### config.mk
export PLATFORM = sky130hd
export DESIGN_NAME = digit_scan_mux
export DESIGN_NICKNAME = d
export VERILOG_FILES = /design/src/rtl/digit_scan_pkg.sv /design/src/rtl/digit_slot_timer.sv /design/src/rtl/digit_scan_mux.sv
export SDC_FILE = /design/constraint.sdc
export NUM_CORES = 1
export LEC_CHECK = 0
export ABC_AREA = 0
export CAP_MARGIN = 20
export CORE_MARGIN = 2
export CORE_UTILIZATION = 30
export CTS_BUF_LIST = sky130_fd_sc_hd__clkbuf_4 sky130_fd_sc_hd__clkbuf_8 sky130_fd_sc_hd__clkbuf_16
export CTS_CLUSTER_SIZE = 8
export DETAILED_ROUTE_END_ITERATION = 10
export PLACE_DENSITY = 0.49
export SYNTH_ARGS = -nofsm -noshare
export SYNTH_HDL_FRONTEND = slang
export SYNTH_SLANG_ARGS = --single-unit
### constraint.sdc
create_clock -name clk -period 3.7 [get_ports clk]
set_clock_uncertainty 0.05 [all_clocks]
set_input_delay 0.74 -clock clk [delete_from_list [all_inputs] [get_ports clk]]
set_output_delay 0.74 -clock clk [all_outputs]
set_load 0.02 [all_outputs]
### src/rtl/digit_scan_pkg.sv
// Shared types for the MC14433-style digit scan multiplexer.
// Optional blanking between digits is enabled with DIGIT_SCAN_BLANK_EN.
package digit_scan_pkg;

  typedef enum logic [1:0] {S_DS1, S_DS2, S_DS3, S_DS4} scan_state_e;

  // PH_IDLE only exists between reset release and the first DS1 entry
  typedef enum logic [1:0] {PH_IDLE, PH_ACTIVE, PH_BLANK} phase_e;

  typedef struct packed {
    logic       msd;
    logic [3:0] h;
    logic [3:0] t;
    logic [3:0] u;
    logic       pol;
    logic       ovr;
    logic       udr;
  } reading_t;

  localparam int Q_MSD_BIT = 3;
  localparam int Q_POL_BIT = 2;
  localparam int Q_RNG_BIT = 0;

  function automatic scan_state_e next_digit(scan_state_e s);
    case (s)
      S_DS1:   return S_DS2;
      S_DS2:   return S_DS3;
      S_DS3:   return S_DS4;
      default: return S_DS1;
    endcase
  endfunction

  // DS1 word: q3 low means a leading 1, q0 flags either range error
  function automatic logic [3:0] ds1_word(reading_t r);
    logic [3:0] w;
    w = '0;
    w[Q_MSD_BIT] = ~r.msd;
    w[Q_POL_BIT] = r.pol;
    w[Q_RNG_BIT] = r.ovr | r.udr;
    return w;
  endfunction

endpackage

### src/rtl/digit_slot_timer.sv
// Slot down-counter for the digit scan; flags the last clock of each phase.
// Blank-phase reload only exists when DIGIT_SCAN_BLANK_EN is defined.
import digit_scan_pkg::*;

module digit_slot_timer #(
  parameter int DIGIT_CYCLES = 18,
  parameter int BLANK_CYCLES = 2
) (
  input  logic   clk,
  input  logic   rst_n,
  input  phase_e phase,
  output logic   act_end,
  output logic   blk_end
);
  localparam int MAXC = (DIGIT_CYCLES > BLANK_CYCLES) ? DIGIT_CYCLES : BLANK_CYCLES;
  localparam int CW   = $clog2(MAXC + 1);
  localparam logic [CW-1:0] DIG_LD = CW'(DIGIT_CYCLES - 1);
`ifdef DIGIT_SCAN_BLANK_EN
  localparam logic [CW-1:0] BLK_LD = CW'(BLANK_CYCLES - 1);
`endif

  logic [CW-1:0] cnt;
  logic          zero;

  assign zero    = (cnt == '0);
  assign act_end = (phase == PH_ACTIVE) && zero;
  assign blk_end = (phase == PH_BLANK) && zero;

  always_ff @(posedge clk or negedge rst_n) begin
    if (!rst_n)                            cnt <= '0;
    else if (phase == PH_IDLE || blk_end)  cnt <= DIG_LD;
`ifdef DIGIT_SCAN_BLANK_EN
    else if (act_end)                      cnt <= BLK_LD;
`else
    else if (act_end)                      cnt <= DIG_LD;
`endif
    else                                   cnt <= cnt - CW'(1);
  end

endmodule

### src/rtl/digit_scan_mux.sv
// Captures a 3.5-digit reading at end of conversion and scans it onto a BCD bus
// with one-hot DS1..DS4 strobes. DIGIT_SCAN_BLANK_EN adds inter-digit blanking.
import digit_scan_pkg::*;

module digit_scan_mux #(
  parameter int DIGIT_CYCLES = 18,
  parameter int BLANK_CYCLES = 2
) (
  input  logic       clk,
  input  logic       rst_n,
  input  logic       eoc,
  input  logic       du,
  input  logic       msd,
  input  logic [3:0] bcd_h,
  input  logic [3:0] bcd_t,
  input  logic [3:0] bcd_u,
  input  logic       pol,
  input  logic       ovr,
  input  logic       udr,
  output logic [3:0] ds,
  output logic [3:0] q,
  output logic       or_n
);
  scan_state_e state, nxt_state;
  phase_e      phase, nxt_phase;
  reading_t    rd_in, shadow, disp, nxt_disp;
  logic        pending, cap, enter_ds1, act_end, blk_end;
  logic [3:0]  nxt_q;

  assign rd_in = {msd, bcd_h, bcd_t, bcd_u, pol, ovr, udr};
  assign cap   = eoc & du;

  digit_slot_timer #(
    .DIGIT_CYCLES(DIGIT_CYCLES),
    .BLANK_CYCLES(BLANK_CYCLES)
  ) u_timer (
    .clk    (clk),
    .rst_n  (rst_n),
    .phase  (phase),
    .act_end(act_end),
    .blk_end(blk_end)
  );

  always_comb begin
    nxt_state = state;
    nxt_phase = phase;
    case (phase)
      PH_IDLE: begin
        nxt_state = S_DS1;
        nxt_phase = PH_ACTIVE;
      end
      PH_ACTIVE: if (act_end) begin
`ifdef DIGIT_SCAN_BLANK_EN
        nxt_phase = PH_BLANK;
`else
        nxt_state = next_digit(state);
`endif
      end
      PH_BLANK: if (blk_end) begin
        nxt_phase = PH_ACTIVE;
        nxt_state = next_digit(state);
      end
      default: nxt_phase = PH_IDLE;
    endcase
  end

  assign enter_ds1 = (nxt_phase == PH_ACTIVE) && (nxt_state == S_DS1) &&
                     !((phase == PH_ACTIVE) && (state == S_DS1));

  // A capture landing on the DS1 entry edge bypasses the shadow entirely
  always_comb begin
    nxt_disp = disp;
    if (enter_ds1) begin
      if (cap)          nxt_disp = rd_in;
      else if (pending) nxt_disp = shadow;
    end
  end

  always_comb begin
    nxt_q = '0;
    if (nxt_phase == PH_ACTIVE) begin
      case (nxt_state)
        S_DS1:   nxt_q = ds1_word(nxt_disp);
        S_DS2:   nxt_q = nxt_disp.h;
        S_DS3:   nxt_q = nxt_disp.t;
        default: nxt_q = nxt_disp.u;
      endcase
    end
  end

  always_ff @(posedge clk or negedge rst_n) begin
    if (!rst_n) begin
      state   <= S_DS1;
      phase   <= PH_IDLE;
      shadow  <= '0;
      disp    <= '0;
      pending <= 1'b0;
      ds      <= '0;
      q       <= '0;
      or_n    <= 1'b1;
    end else begin
      state <= nxt_state;
      phase <= nxt_phase;
      disp  <= nxt_disp;
      if (enter_ds1) begin
        pending <= 1'b0;
      end else if (cap) begin
        shadow  <= rd_in;
        pending <= 1'b1;
      end
      ds   <= (nxt_phase == PH_ACTIVE) ? (4'b0001 << nxt_state) : 4'b0000;
      q    <= nxt_q;
      or_n <= ~nxt_disp.ovr;
    end
  end

endmodule

* After elaboration in Yosys (flattened, before gate mapping)
Cells that the tools add are included.
** Operators by class
- Mux-type cells :: 16
- Bitwise logic cells :: 5
- $add $sub $neg :: 1
- Equal/unequal tests :: 7
- Shift-type cells :: 1
- Reduce and logical (&&, ||, !) cells :: 13
** Operators with widths (number)
- 16-bit 2-to-1 mux :: 3
- 2-bit one-hot mux with 3 select lines :: 3
- 4-bit one-hot mux with 3 select lines :: 1
- 5-bit 2-to-1 mux :: 2
- 2-bit by 1-bit == test with 1-bit output (second input constant) :: 4
- 4-bit 2-to-1 mux :: 2
- 2-bit == test (second input constant) :: 3
- 2-bit logical NOT :: 3
- 2-bit 2-to-1 mux :: 3
- 1-bit logical AND :: 5
- 5-bit logical NOT :: 1
- 5-bit by 1-bit subtractor with 5-bit output (second input constant) :: 1
- 1-bit by 2-bit left shift with 4-bit output (first input constant) :: 1
- 1-bit inverter :: 3
- 1-bit 2-to-1 mux :: 2
- 2-bit AND reduction :: 1
- 2-bit nonzero test :: 1
- 1-bit bitwise AND :: 1
- 1-bit logical NOT :: 1
- 1-bit logical OR :: 1
- 1-bit OR :: 1
** Word-level totals
- Logic and storage cells :: 64
- Input port bits :: 20
- Flip-flop bits (word level) :: 51
- Output and inout port bits :: 9

* Logic depth before layout (Yosys ltp)
Gate-level depths: netlist (run 1).
- Word-level depth :: 11
- Depth in mapped cells :: 9
- Gate-level depth less buffers :: 8

* Hierarchy
A second synthesis (run 1) with hierarchy kept.
** Unflattened totals
- Cells, all modules :: 222
- Area total of the unflattened synthesis :: 2461.1 µm²
** Modules (own cells, without submodules)
- digit_scan_mux :: area an instance 2193.4 µm², sequential area each 1152.4 µm², cells an instance 197, instances 1
- digit_slot_timer :: area an instance 267.8 µm², sequential area each 125.1 µm², cells an instance 25, instances 1

* Worst setup path after synthesis (run 1)
Ideal clock, no wire load.
- Path type :: register to register
- Start point :: register u_timer.cnt[0]
- End point :: register shadow[0] (netlist bit)
- Stages on the path, launching flop included :: 9
- Arrival :: 2.118 ns
- Path slack :: 1.407 ns
- Library setup time :: 0.125 ns
- Clock period less this slack :: 2.293 ns
- Path buffers :: 1
- Required time :: 3.525 ns
- Cell sequence :: dfrtp_1 > inv_1 > ha_1 > or4b_4 > a21oi_4 > o211ai_4 > a31oi_4 > buf_12 > mux2_4
** On the way
- Word-level cells in the longest chain between the ends :: 9
- Elaborated cells on any way between the ends :: 14
- Those cells by class :: eq/ne (1); mux (5); bitwise (1); reduce/logical (7)
** Ends and longest elaborated chain
- start, declared :: RTL line digit_slot_timer.sv:22 : logic [CW-1:0] cnt;
- start signal, assigned :: RTL line digit_slot_timer.sv:37 : else cnt <= cnt - CW'(1);
- 5-bit logical NOT (*) :: RTL line digit_slot_timer.sv:25 : assign zero = (cnt == '0);
- 1-bit logical AND, on equally long branches :: RTL line digit_slot_timer.sv:27, digit_slot_timer.sv:26
- 2-bit 2-to-1 mux, on equally long branches :: RTL line digit_scan_mux.sv:59, digit_scan_mux.sv:52
- 2-bit one-hot mux with 3 select lines :: RTL line digit_scan_mux.sv:47 : case (phase)
- 2-bit by 1-bit == test with 1-bit output / 2-bit logical NOT (equally long branches) :: RTL line digit_scan_mux.sv:67 : assign enter_ds1 = (nxt_phase == PH_ACTIVE) && (nxt_state == S_DS1) &&
- 1-bit logical AND (*) (2 in series) :: RTL line digit_scan_mux.sv:67
- 1-bit inverter (no source line) (*)
- 2-bit AND reduction (no source line) (*)
- end signal, assigned :: RTL line digit_scan_mux.sv:108 : shadow <= rd_in;
- end, declared :: RTL line digit_scan_mux.sv:26 : reading_t rd_in, shadow, disp, nxt_disp;
Every way passes the cells marked *; elsewhere a longest branch is shown, timed or not.
A chain may end at the register's enable or synchronous reset.

* Worst setup path after layout (run 1)
- Start point :: register u_timer.cnt[0]
- End point :: register shadow[8] (netlist bit)
The elaborated chain is that of the path after synthesis.

==> reports/metrics.cfg, run 1 <==
[route]
firstDrtPassIters=4
route.vias.total=1664
drtIter0Drc=126
postRouteWirelength_microns=5120
drc=0
antenna_left=0
vias_per_cell=4.87
avgRoutedWirePerCell_microns=15.0

[sta]
final-hold-violation-count=0
period_needed_ns=2.69
setup_viol=0
fmax_ghz=0.371
maxSlewViolCount=0
rsz0062_at_grt=no
relSlewSlack=0.487
min_period_over_period=0.728
setup_tns_ns=0
tightest_slew_ns=0.770

[pwr]
p_leak_nw=1.27
cellPowerDensity_nw_per_um2=388
vdd_drop_max_uv=191

[grt]
grt_pass1_vias=1699
grt_max_degree=35
grt_pass1_wl_microns=8820
gr-total-overflow=0
antenna_found_initial=0
grt_use_total=0.126

[die]
num_rows=33
die_y_microns=95.3
start_util=0.308
io_pins=29
dieArea_sq_um=9090
coreArea_sq_um=8130
die_w_microns=95.3

[finish]
fill_cells=793
fin_area_sq_um=2960
regArea_sq_um=1280
final_cell_mix=dfrtp_1 (50), clkdlybuf4s50_1 (27), o21ai_0 (16), a2bb2oi_1 (16)
antennaDiodeCount=0
fin_cells=342
multi_input_area_sq_um=1120
nNetsFinal=260
syn2layout_area_growth_pct=18.4
final_common_cell=dfrtp_1
drive_above_1_share=0.169

[worst_setup_path]
crit_family=compound AO/OA/AOI/OAI gates
critPathKind=reg2reg
critPathBufInv=1
worstSetupEndpointType=flip-flop
crit_required_ns=3.85
arrival_ns=2.84
critPathMaxFanout=16
max_stage_delay_ns=0.62
cp-start-kind=flip-flop
slowest_stage=a31oi_4
crit_chain=inv_1 -> ha_1 -> nor4b_4 -> a21oi_2 -> a211o_4 -> a31oi_4 -> mux2_2
rrSetupSlack_ns=1.01

[place]
dp_cells=334
place_area_sq_um=2860
hpwl_microns=3610
place_congestion=0.761
port_buffers=28

[synthesis]
syn_area_per_cell_sq_um=12.1
yosysWarnings=0
synthFlopType=dfrtp_1
synth_compound_gate_area_share=0.175
syn-instance-count=207
synth_cell_types=47
synthAdderAreaFrac=0.0200
synth_seq_area_share=0.511
synth_top_family_by_area=compound AO/OA/AOI/OAI gates
yosys.area_share.simple=0.128
async_flop_share=1.00
syn-cell-area_sq_um=2500
synth_edf_count=0
synthesis.nets=231
synthMuxAreaShare=0.115
synthXorXnorAreaFrac=0.0105
synth_seq_cells=51

[run]
cap_violations=0

[clock_tree]
cts.repair.resized=0
cts_buffer_depth=2
cts_post_setup_buffers_inserted=0
clockRootBuffer=clkbuf_8
hold_buffers=0
cts.clk_slew.worst_paths_ns=0.09
clk_latency_ns=0.30
cts_tree=done
numCtsBuffers=5
htree_levels=2
cts_sinks=51

[worst_hold_path]
worstHoldPathType=reg2reg

[status]
status=complete, no violations

-- registers in the layout (all words and copies together), names as in the netlist --
signal       flops
disp            16
state            2
ds               4
pending          1
or_n             1
phase            2
q                4
u_timer.cnt      5
shadow          16
-- synthesized netlist by cell type (2+ instances only) --
library cell | count | area, sq um
dfrtp_1 | 50 | 1250
a2bb2oi_1 | 16 | 140
o21ai_0 | 16 | 80.1
nand2_1 | 13 | 48.8
nand3b_1 | 13 | 97.6
nor2_1 | 13 | 48.8
mux2_4 | 10 | 150
inv_1 | 8 | 30.0
mux2i_1 | 7 | 70.1
mux2_2 | 6 | 67.6
ha_1 | 4 | 50.1
nand2b_1 | 4 | 25.0
a21oi_1 | 3 | 15.0
and3_1 | 3 | 18.8
clkbuf_1 | 3 | 11.3
nor3_1 | 3 | 15.0
a311oi_1 | 2 | 17.5
buf_6 | 2 | 22.5
inv_2 | 2 | 7.51
xnor2_1 | 2 | 17.5
-- stage by stage --
stage          worst slack [ns]  hold WS, ns   util  power, mW
2_1_floorplan              1.41        0.364      -      0.736
3_3_place_gp              0.973        0.394  0.351      0.801
3_5_place_dp              0.962        0.397  0.351      0.804
4_1_cts                   0.985        0.415  0.364       1.17
5_1_grt                   0.790        0.433  0.364       1.21
6_report                   1.01        0.403  0.364       1.15
-- routing by layer --
metal,GRT usage,vias to the layer above,share of wire
li1,-,806,-
met5,0,-,0
met1,0.188,832,0.51
met2,0.188,21,0.45
met4,0.0326,0,0.012
met3,0.0237,5,0.023
-- cell type report --
| class | instances | area share |
|---|---|---|
| sequential | 51 | 0.431 |
| tap | 105 | 0.0443 |
| timing repair buffer | 30 | 0.0980 |
| clock buffer | 8 | 0.0351 |
| multi-input combinational | 138 | 0.379 |
| inverter | 10 | 0.0127 |
-- final timing paths --
kind / startpoint / endpoint / cells past startpoint
setup / recovery: u_timer.cnt[0] / shadow[8] / 7
hold / removal: disp[1] / or_n / 1
setup reg to reg: u_timer.cnt[0] / shadow[8] / 7
hold reg to reg: disp[1] / or_n / 1
max in group asynchronous: rst_n / or_n / 2
min in group asynchronous: rst_n / shadow[4] / 1
-- power breakdown --
part | switching [mW] | internal [mW] | leakage (nW)
Clock | 0.179 | 0.178 | 0.0549
Sequential | 0.0232 | 0.604 | 0.614
Combinational | 0.0671 | 0.0963 | 0.603
Total | 0.270 | 0.878 | 1.27
-- cells by family after synthesis --
logic type,Yosys count
muxes,23
buffers and inverters,18
and+or+nand+nor,54
xor gates and xnor gates,3
DFF,51
AOI/OAI and AO/OA,54
adders and majority gates,4
(Power assumes the default switching activity.)
==> inputs of run 2 (changes only) <==
--- a/config.mk
+++ b/config.mk
@@ -12,7 +12,7 @@
 export CTS_BUF_LIST = sky130_fd_sc_hd__clkbuf_4 sky130_fd_sc_hd__clkbuf_8 sky130_fd_sc_hd__clkbuf_16
 export CTS_CLUSTER_SIZE = 8
 export DETAILED_ROUTE_END_ITERATION = 10
-export PLACE_DENSITY = 0.49
+export PLACE_DENSITY = 0.51
 export SYNTH_ARGS = -nofsm -noshare
 export SYNTH_HDL_FRONTEND = slang
 export SYNTH_SLANG_ARGS = --single-unit
==> constraint.sdc (replaced) <==
create_clock -name clk -period 2.3 [get_ports clk]
set_clock_uncertainty 0.05 [all_clocks]
set_input_delay 0.46 -clock clk [delete_from_list [all_inputs] [get_ports clk]]
set_output_delay 0.46 -clock clk [all_outputs]
set_load 0.02 [all_outputs]
==> run 2 against run 1 <==
The run now ends with negative setup slack left; combinational power up 76%; core utilization up 4.0 points; routed wire length up 9.1%; total power up 60%; flip-flop and latch count unchanged; highest routed layer unchanged; register-to-register slack worse by 1.0 ns; cell area up 11%; hold slack worse by 0.35 ns; first-iteration DRC count down 43%; global-route usage up 0.60 points.
==> reports/metrics.cfg, run 2 (same netlist as run 1, synthesis figures left out) <==
[finish]
top_regs=disp x16, shadow x16, u_timer.cnt x5
drive_above_1_share=0.280  ; +0.112
final_cell_mix=dfrtp_1 (50), clkdlybuf4s50_1 (27), buf_4 (22), a2bb2oi_1 (16), mux2_4 (16)
final_common_cell=dfrtp_1
nNetsFinal=287  ; +10%
fin_area_sq_um=3290  ; +11%
syn2layout_area_growth_pct=31.6
antennaDiodeCount=0  ; unchanged
finish.utilization=0.405  ; +0.0405

[grt]
gr-total-overflow=0  ; unchanged
grt_pass1_wl_microns=9230  ; +4.6%
grt_use_total=0.132  ; +0.00596
grt_max_degree=32  ; -8.6%
antenna_found_initial=0  ; unchanged
grt_pass1_vias=1844  ; +8.5%

[route]
drtIter0Drc=72  ; -43%
route.vias.total=1777  ; +6.8%
avgRoutedWirePerCell_microns=15.1  ; +1.1%
drc=0  ; unchanged
antenna_left=0  ; unchanged
postRouteWirelength_microns=5590  ; +9.1%
vias_per_cell=4.82  ; -1.0%
firstDrtPassIters=4  ; unchanged

[clock_tree]
cts_tree=done
htree_levels=2  ; unchanged
hold_buffers=0  ; unchanged
cts_sinks=51  ; unchanged
cts.clk_slew.worst_paths_ns=0.11  ; +0.02 ns
clockRootBuffer=clkbuf_8
cts_buffer_depth=2  ; unchanged
numCtsBuffers=5  ; unchanged
clk_latency_ns=0.31  ; about the same

[status]
status=complete, but fails checks
violations=negative setup slack

[pwr]
p_leak_nw=1.44  ; +13%
vdd_drop_max_uv=254  ; +33%
finalPower_mw=1.84  ; +60%
cellPowerDensity_nw_per_um2=559  ; +44%

[sta]
fmax_ghz=0.427  ; +15%
tightest_slew_ns=0.526  ; -0.243 ns
relSlewSlack=0.649  ; +0.162
final-hold-violation-count=0  ; unchanged
setup_viol=10  ; +10
rsz0062_at_grt=yes
maxSlewViolCount=0  ; unchanged
period_needed_ns=2.34  ; -0.351 ns
min_period_over_period=1.02  ; +0.291
layout_setup_ws_ns=-0.0418  ; -1.05 ns

[worst_setup_path]
worstSetupEndpointType=flip-flop
worstReg2RegStart=u_timer.cnt[1]
cp-start-kind=flip-flop
critPathBufInv=3  ; +2
max_stage_delay_ns=0.38  ; -0.24 ns
slowest_stage=dfrtp_1
arrival_ns=2.49  ; -0.35 ns
crit_required_ns=2.45  ; -1.40 ns
critPathMaxFanout=8  ; -8
cp-startpoint=u_timer.cnt[1]
crit_chain=inv_2 -> ha_4 -> nor4b_4 -> buf_4 -> and3_4 -> a211o_4 -> a31oi_4 -> clkbuf_16 -> mux2_4
crit_family=compound AO/OA/AOI/OAI gates
critPathKind=reg2reg

[die]
die_y_microns=95.3  ; unchanged
die_w_microns=95.3  ; unchanged
dieArea_sq_um=9090  ; unchanged
start_util=0.308  ; unchanged
coreArea_sq_um=8130  ; unchanged
num_rows=33  ; unchanged
io_pins=29  ; unchanged

[worst_hold_path]
worstHoldPathType=in2async

[run]
cap_violations=0  ; unchanged

[place]
hpwl_microns=3720  ; +2.9%
place_area_sq_um=3010  ; +5.3%
place_congestion=0.721  ; -5.2%
port_buffers=28  ; unchanged

==> run 2: changes by cell type in the layout (fill, tap and decap cells not counted), moves of 2 or more <==
cell | previous run | this run
buf_4 | 2 | 22
mux2_2 | 6 | 0
mux2_4 | 10 | 16
buf_12 | 0 | 3
and3_4 | 0 | 2
clkbuf_16 | 0 | 2
clkbuf_8 | 7 | 5
clkinv_4 | 0 | 2
inv_1 | 8 | 6
==> run 2: final cells by class <==
cell class                 instances  area, sq um
sequential                        51         1280
timing repair buffer              56          562
multi-input combinational        139         1190
tap                              105          131
inverter                          10         40.0
fill                             781         4840
clock buffer                       5         68.8
clock inverter                     3         25.0
==> run 2: metal layers <==
| layer | part of all wire | track usage | vias up |
|---|---|---|---|
| met2 | 0.46 | 0.214 | 23 |
| li1 | - | - | 875 |
| met1 | 0.50 | 0.177 | 870 |
| met3 | 0.026 | 0.0277 | 9 |
| met4 | 0.017 | 0.0435 | 0 |
| met5 | 0 | 0 | - |
==> run 2: final timing paths <==
kind / slack (ns) / depth (start not counted) / endpoint
max: -0.04 / 9 / shadow[0]
min: 0.05 / 1 / q[0]
max reg2reg: -0.04 / 9 / shadow[0]
min reg2reg: 0.42 / 1 / or_n
max in group asynchronous: 1.59 / 2 / shadow[2]
min in group clk: 0.42 / 1 / or_n
==> run 2: what timing repair did <==
action	in CTS	in global routing
pin swaps	4	5
gates resized for setup	11	10
endpoints found under the hold margin	0	0
buffers inserted	7	2
endpoints found under the setup margin	6	37
cloned	1	2
==> run 2: where the power goes <==
part	switching (mW)	internal, mW	leakage (nW)
Clock	0.326	0.218	0.0443
Combinational	0.113	0.174	0.785
Sequential	0.0371	0.971	0.614
Total	0.476	1.36	1.44
==> run 2: stage by stage <==
stage | TNS (ns) | hold slack [ns] | instances | setup WS (ns)
finish | -0.263 | 0.0547 | 369 | -0.0418
global route | -2.72 | 0.0880 | 369 | -0.112
CTS | -0.289 | 0.0816 | 365 | -0.0285
detailed placement | -0.103 | 0.392 | 349 | -0.0930
global placement | -0.0850 | 0.398 | 349 | -0.0850
floorplan | 0 | 0.114 | 207 | 0.00718
